File: src/rtl/tube_bcd_feeder.sv
// Binary-to-BCD feeder for the digital-tube peripheral: sequential double-dabble, then two write beats.
// Optional macro HEX_BYPASS_EN adds in_hex to pass raw data straight to the write beats.
module tube_bcd_feeder #(
    parameter logic [31:0] BASE_ADDR = 32'h0000_7F50,
    parameter int          CONV_BITS = 32
) (
    input  logic        clk,
    input  logic        reset,
    input  logic        in_valid,
    input  logic [31:0] in_data,
`ifdef HEX_BYPASS_EN
    input  logic        in_hex,
`endif
    output logic        in_ready,
    output logic [31:0] out_addr,
    output logic [3:0]  out_byteen,
    output logic [31:0] out_wdata,
    output logic        busy,
    output logic        done,
    output logic        overflow
);

    typedef enum logic [1:0] {IDLE = 2'd0, CONV = 2'd1, WR0 = 2'd2, WR1 = 2'd3} state_t;

    state_t      state, next_state;
    logic [31:0] bin_sr, bin_next;
    logic [39:0] bcd_sr, bcd_adj, bcd_next;
    logic [5:0]  iter;
    logic        hex_r;
    logic        hex_sel;
    logic        handshake;
    logic        sat;

    function automatic logic [39:0] add3(input logic [39:0] v);
        logic [39:0] r;
        r = v;
        for (int d = 0; d < 10; d++) begin
            if (v[4*d +: 4] >= 4'd5) begin
                r[4*d +: 4] = v[4*d +: 4] + 4'd3;
            end
        end
        return r;
    endfunction

`ifdef HEX_BYPASS_EN
    assign hex_sel = in_hex;
`else
    assign hex_sel = 1'b0;
`endif

    assign handshake = in_valid && in_ready;

    // Next-state logic and the combinational double-dabble step
    always_comb begin
        next_state = state;
        bcd_adj    = add3(bcd_sr);
        bcd_next   = {bcd_adj[38:0], bin_sr[31]};
        bin_next   = {bin_sr[30:0], 1'b0};
        sat        = (bcd_next[39:36] != 4'd0);
        case (state)
            IDLE: begin
                if (handshake) begin
                    next_state = hex_sel ? WR0 : CONV;
                end else begin
                    next_state = IDLE;
                end
            end
            CONV: begin
                if (iter == 6'(CONV_BITS - 1)) begin
                    next_state = WR0;
                end else begin
                    next_state = CONV;
                end
            end
            WR0:     next_state = WR1;
            WR1:     next_state = IDLE;
            default: next_state = IDLE;
        endcase
    end

    // State register
    always_ff @(posedge clk) begin
        if (reset) begin
            state <= IDLE;
        end else begin
            state <= next_state;
        end
    end

    // Conversion datapath, overflow flag and registered bus outputs
    always_ff @(posedge clk) begin
        if (reset) begin
            bin_sr     <= 32'd0;
            bcd_sr     <= 40'd0;
            iter       <= 6'd0;
            hex_r      <= 1'b0;
            overflow   <= 1'b0;
            in_ready   <= 1'b1;
            busy       <= 1'b0;
            done       <= 1'b0;
            out_addr   <= 32'd0;
            out_byteen <= 4'd0;
            out_wdata  <= 32'd0;
        end else begin
            in_ready   <= (next_state == IDLE);
            busy       <= (next_state != IDLE);
            done       <= (next_state == WR1);
            out_addr   <= 32'd0;
            out_byteen <= 4'd0;
            out_wdata  <= 32'd0;

            case (state)
                IDLE: begin
                    if (handshake) begin
                        bin_sr   <= in_data;
                        bcd_sr   <= 40'd0;
                        iter     <= 6'd0;
                        hex_r    <= hex_sel;
                        overflow <= 1'b0;
                    end
                end
                CONV: begin
                    bcd_sr <= bcd_next;
                    bin_sr <= bin_next;
                    iter   <= iter + 6'd1;
                    if (next_state == WR0) begin
                        overflow <= sat;
                    end
                end
                default: begin
                end
            endcase

            // The WR0 beat is loaded on the edge that finishes the last shift, so it uses bcd_next
            case (next_state)
                WR0: begin
                    out_addr   <= BASE_ADDR;
                    out_byteen <= 4'b1111;
                    if (state == IDLE) begin
                        out_wdata <= in_data;
                    end else if (sat) begin
                        out_wdata <= 32'h9999_9999;
                    end else begin
                        out_wdata <= bcd_next[31:0];
                    end
                end
                WR1: begin
                    out_addr   <= BASE_ADDR + 32'd4;
                    out_byteen <= 4'b0001;
                    if (hex_r) begin
                        out_wdata <= 32'd0;
                    end else if (overflow) begin
                        out_wdata <= 32'h0000_0009;
                    end else begin
                        out_wdata <= {28'd0, bcd_sr[35:32]};
                    end
                end
                default: begin
                end
            endcase
        end
    end

endmodule

File: config.mk
export PLATFORM = sky130hd
export DESIGN_NAME = tube_bcd_feeder
export DESIGN_NICKNAME = d
export VERILOG_FILES = /design/src/rtl/tube_bcd_feeder.sv
export SDC_FILE = /design/constraint.sdc
export NUM_CORES = 1
export LEC_CHECK = 0
export CORE_ASPECT_RATIO = 1.2
export CORE_MARGIN = 2
export CORE_UTILIZATION = 32
export DETAILED_ROUTE_END_ITERATION = 12
export PLACE_DENSITY = 0.55
export SLEW_MARGIN = 10
export SYNTH_ARGS = -nofsm -noshare
export SYNTH_HDL_FRONTEND = slang
export SYNTH_SLANG_ARGS = --single-unit
File: constraint.sdc
create_clock -name clk -period 2.2 [get_ports clk]
set_input_delay 0.33 -clock clk [delete_from_list [all_inputs] [get_ports clk]]
set_output_delay 0.33 -clock clk [all_outputs]
set_load 0.005 [all_outputs]
==> results.json <==
{
  "status": "complete, no violations",
  "critical_path.endpoint_type": "flop",
  "yosys.cell_types.count": 44,
  "worst_skew_pair.late_latency_ns": 0.42,
  "ys_warn_count": 0,
  "cts.sink_count": 118,
  "power_per_cell_area_nw_per_um2": 805,
  "route.final.wire_length_um": 12600,
  "gp_routability_congestion": 0.777,
  "detail_route.wl_per_cell_um": 13.8,
  "synthToLayoutAreaGrowth_pct": 31.1,
  "intPower_uw": 4380,
  "pin_count_of_the_biggest_net_entering_global_routing": 41,
  "grt_first_pass_wirelength_um": 20400,
  "regToRegEndpoint": "out_wdata[12]$_SDFF_PP0_",
  "die-area_um2": 17700,
  "firstDrtPassIters": 5,
  "floorplan.initialDensity": 0.328,
  "cts_tree": "yes",
  "cts-buffers-inserted": 17,
  "synthDominantAreaCellType": "sky130_fd_sc_hd__dfxtp_1",
  "timing_max_transition_violations_final": 0,
  "syn_avg_cell_area_um2": 8.74,
  "antenna_cells_inserted": 0,
  "nNetsFinal": 744,
  "period_share": 0.962,
  "first_global_vias": 4360,
  "timing.slew.headroom": 0.445,
  "grt.overflow.total": 0,
  "seqPwrFrac": 0.400,
  "yosysSeqAreaShare": 0.443,
  "clock-root-buffer": "sky130_fd_sc_hd__clkbuf_16",
  "synth_edf_count": 0,
  "synthTopCellsByArea": "sky130_fd_sc_hd__dfxtp_1 44%, sky130_fd_sc_hd__nor2_1 5.5%, sky130_fd_sc_hd__ha_1 4.9%",
  "pin_count": 107,
  "synthMostInstantiatedCell": "sky130_fd_sc_hd__dfxtp_1",
  "crit_fanout": 4,
  "r2r_setup_slack_ns": 0.08,
  "vias": 4491,
  "synth.ff_latch_count": 118,
  "transition_at_the_pin_with_the_smallest_max_transition_slack_ns": 0.829,
  "power.switching_fraction": 0.222,
  "detailedPlacementHpwl_um": 8620,
  "mappedNetlistArea_um2": 5330,
  "remaining_drc_errors": 0,
  "worst_hold_path.num_cells": 3,
  "clk_path_buf_depth": 2,
  "synthTopCellsByCount": "118 x sky130_fd_sc_hd__dfxtp_1, 78 x sky130_fd_sc_hd__nor2_1, 42 x sky130_fd_sc_hd__nand2_1, 38 x sky130_fd_sc_hd__a21oi_1",
  "report.final.setup_viol": 0,
  "path_clk_slew_ns": 0.05,
  "fillerInstances": 1597,
  "cp-start-kind": "flop",
  "io_buffers": 84,
  "worst-endpoint-required_ns": 2.50,
  "fin_setup_tns_ns": 0,
  "worst_clock_skew_ns": 0.0117,
  "detailedRoute.firstIterationViolations": 268,
  "timing.rr.start": "bcd_sr[37]$_SDFFE_PP0P_",
  "synth_largest_type_area_fraction": 0.443,
  "final_layout_size_suffix_gt1_frac": 0.104,
  "post_syn_instances": 610,
  "rows": 51,
  "hp-class": "input port to flop",
  "final_antenna_net_count": 0,
  "critPathArrivalTime_ns": 2.41,
  "dieWidth_um": 122,
  "max-cap-violations": 0,
  "core_area_um2": 16300,
  "grt_antenna_before_repair": 0,
  "timing_hold_violations_final": 0,
  "pwr-share-clk": 0.519,
  "mean_number_of_vias_per_cell": 4.92,
  "timing.setup.critical_path_class": "flop to flop",
  "share_comb_of_total_power": 0.081,
  "fp.dieH_um": 145,
  "synthArstFlopShare": 0,
  "switching_power_uw": 1250,
  "static-leakage-power_uw": 0.00269,
  "holdPathEnd": "bcd_sr[4]$_SDFFE_PP0P_",
  "period_needed_ns": 2.12,
  "globalRouteTotalUtil": 0.144,
  "timing.hold.worst.start": "reset",
  "cts-htree-levels": 4,
  "final_core_utilization": 0.430,
  "worst_r2r_path_depth": 9,
  "primary_flip_flop_cell_chosen_by_synthesis_mapping": "sky130_fd_sc_hd__dfxtp_1",
  "ir_worst_vdd_mv": 0.501,
  "fmax_mhz": 472
}
[power groups by stage]
stage,sequential (µW),combinational (µW),clock [µW]
global route,2260,511,3080
global placement,2290,452,0
detailed placement,2290,460,0
floorplan,2280,317,0
finish,2250,458,2920
CTS,2250,462,2990
[registers in the layout, indices dropped and copies added (netlist names)]
signal and flops:
busy 1, overflow 1, done 1, iter 6
in_ready 1, bin_sr 32, out_wdata 32, out_byteen 2
bcd_sr 40, state 2
[kinds of logic after synthesis]
logic type,share of synthesized area
xor gates and xnor gates,0.0246
adders and majority gates,0.0493
muxes,0.0188
DFF,0.443
other,0.000703
AOI/OAI and AO/OA,0.179
buffers and inverters,0.0941
and+or+nand+nor,0.191
[stage by stage]
stage                     instance area [µm²]  total power, µW  std cells  hold slack, ns  setup slack, ns
after floorplan                          5410             2600        631           0.454            0.156
after global placement                   6290             2740        878           0.461           0.0737
after detailed placement                 6290             2750        878           0.471        -0.000317
after CTS                                6920             5700        909           0.389           0.0350
after global routing                     6990             5850        912           0.405         -0.00267
final                                    6990             5630        912           0.401           0.0829
[how the worst max path moves through the flow]
stage	start	endpoint	slack, ns	cells past startpoint
3_5_place_dp	bcd_sr[37]$_SDFFE_PP0P_	out_wdata[30]$_SDFF_PP0_	-0.0003	8
3_3_place_gp	bcd_sr[37]$_SDFFE_PP0P_	out_wdata[29]$_SDFF_PP0_	0.07	8
5_1_grt	bcd_sr[37]$_SDFFE_PP0P_	out_wdata[4]$_SDFF_PP0_	-0.003	9
6_report	bcd_sr[37]$_SDFFE_PP0P_	out_wdata[12]$_SDFF_PP0_	0.08	9
2_1_floorplan	bcd_sr[37]$_SDFFE_PP0P_	out_wdata[0]$_SDFF_PP0_	0.16	8
4_1_cts	bcd_sr[37]$_SDFFE_PP0P_	out_wdata[30]$_SDFF_PP0_	0.04	8
[per-layer routing]
metal,up-vias,GRT usage,wire length (µm)
li1,2248,-,-
met1,2129,0.163,5600
met2,97,0.253,6260
met3,17,0.0380,519
met4,0,0.0626,180
met5,-,0,0
[layout by cell type, fill, tap and decap left out, drive strengths merged, types with 3 or more instances in the layout]
cell,count
a311oi,15
nor2,78
nand2,42
buf,27
clkbuf,23
clkdlybuf4s50,83
xnor2,12
dfxtp,118
nand3,11
a222oi,16
nand2b,20
clkinv,3
inv,23
bufinv,4
nor3b,9
a21oi,38
a22oi,31
o21ai,30
xor2,3
nor3,17
mux2i,10
and2,14
nor4,8
conb,22
ha,21
[layout make-up]
class / count / area, µm² / area share
Clock buffer: 23 / 478 / 0.0684
Sequential cell: 118 / 2360 / 0.338
Tap cell: 212 / 265 / 0.0379
Timing Repair Buffer: 110 / 1050 / 0.150
Multi-Input combinational cell: 418 / 2600 / 0.372
Clock inverter: 8 / 146 / 0.0209
Inverter: 23 / 88.8 / 0.0127
[critical path: stages (launching register included)]
cell and delay, ns:
sky130_fd_sc_hd__dfxtp_2 0.36, sky130_fd_sc_hd__inv_4 0.06, sky130_fd_sc_hd__ha_4 0.15, sky130_fd_sc_hd__nand2b_4 0.13, sky130_fd_sc_hd__a2111o_1 0.35, sky130_fd_sc_hd__a221o_2 0.40, sky130_fd_sc_hd__buf_4 0.16, sky130_fd_sc_hd__buf_4 0.14
sky130_fd_sc_hd__nor4_1 0.18, sky130_fd_sc_hd__nor2_1 0.07
[repair_timing]
action	4_1_cts	5_1_grt
endpoints found under the setup margin	8	29
pin swaps	0	2
gates resized for setup	2	14
setup buffers	0	2
gates cloned	0	1
hold buffers	0	0
hold endpoints to repair	0	0
Note: power is estimated with default switching activity, not from simulation.
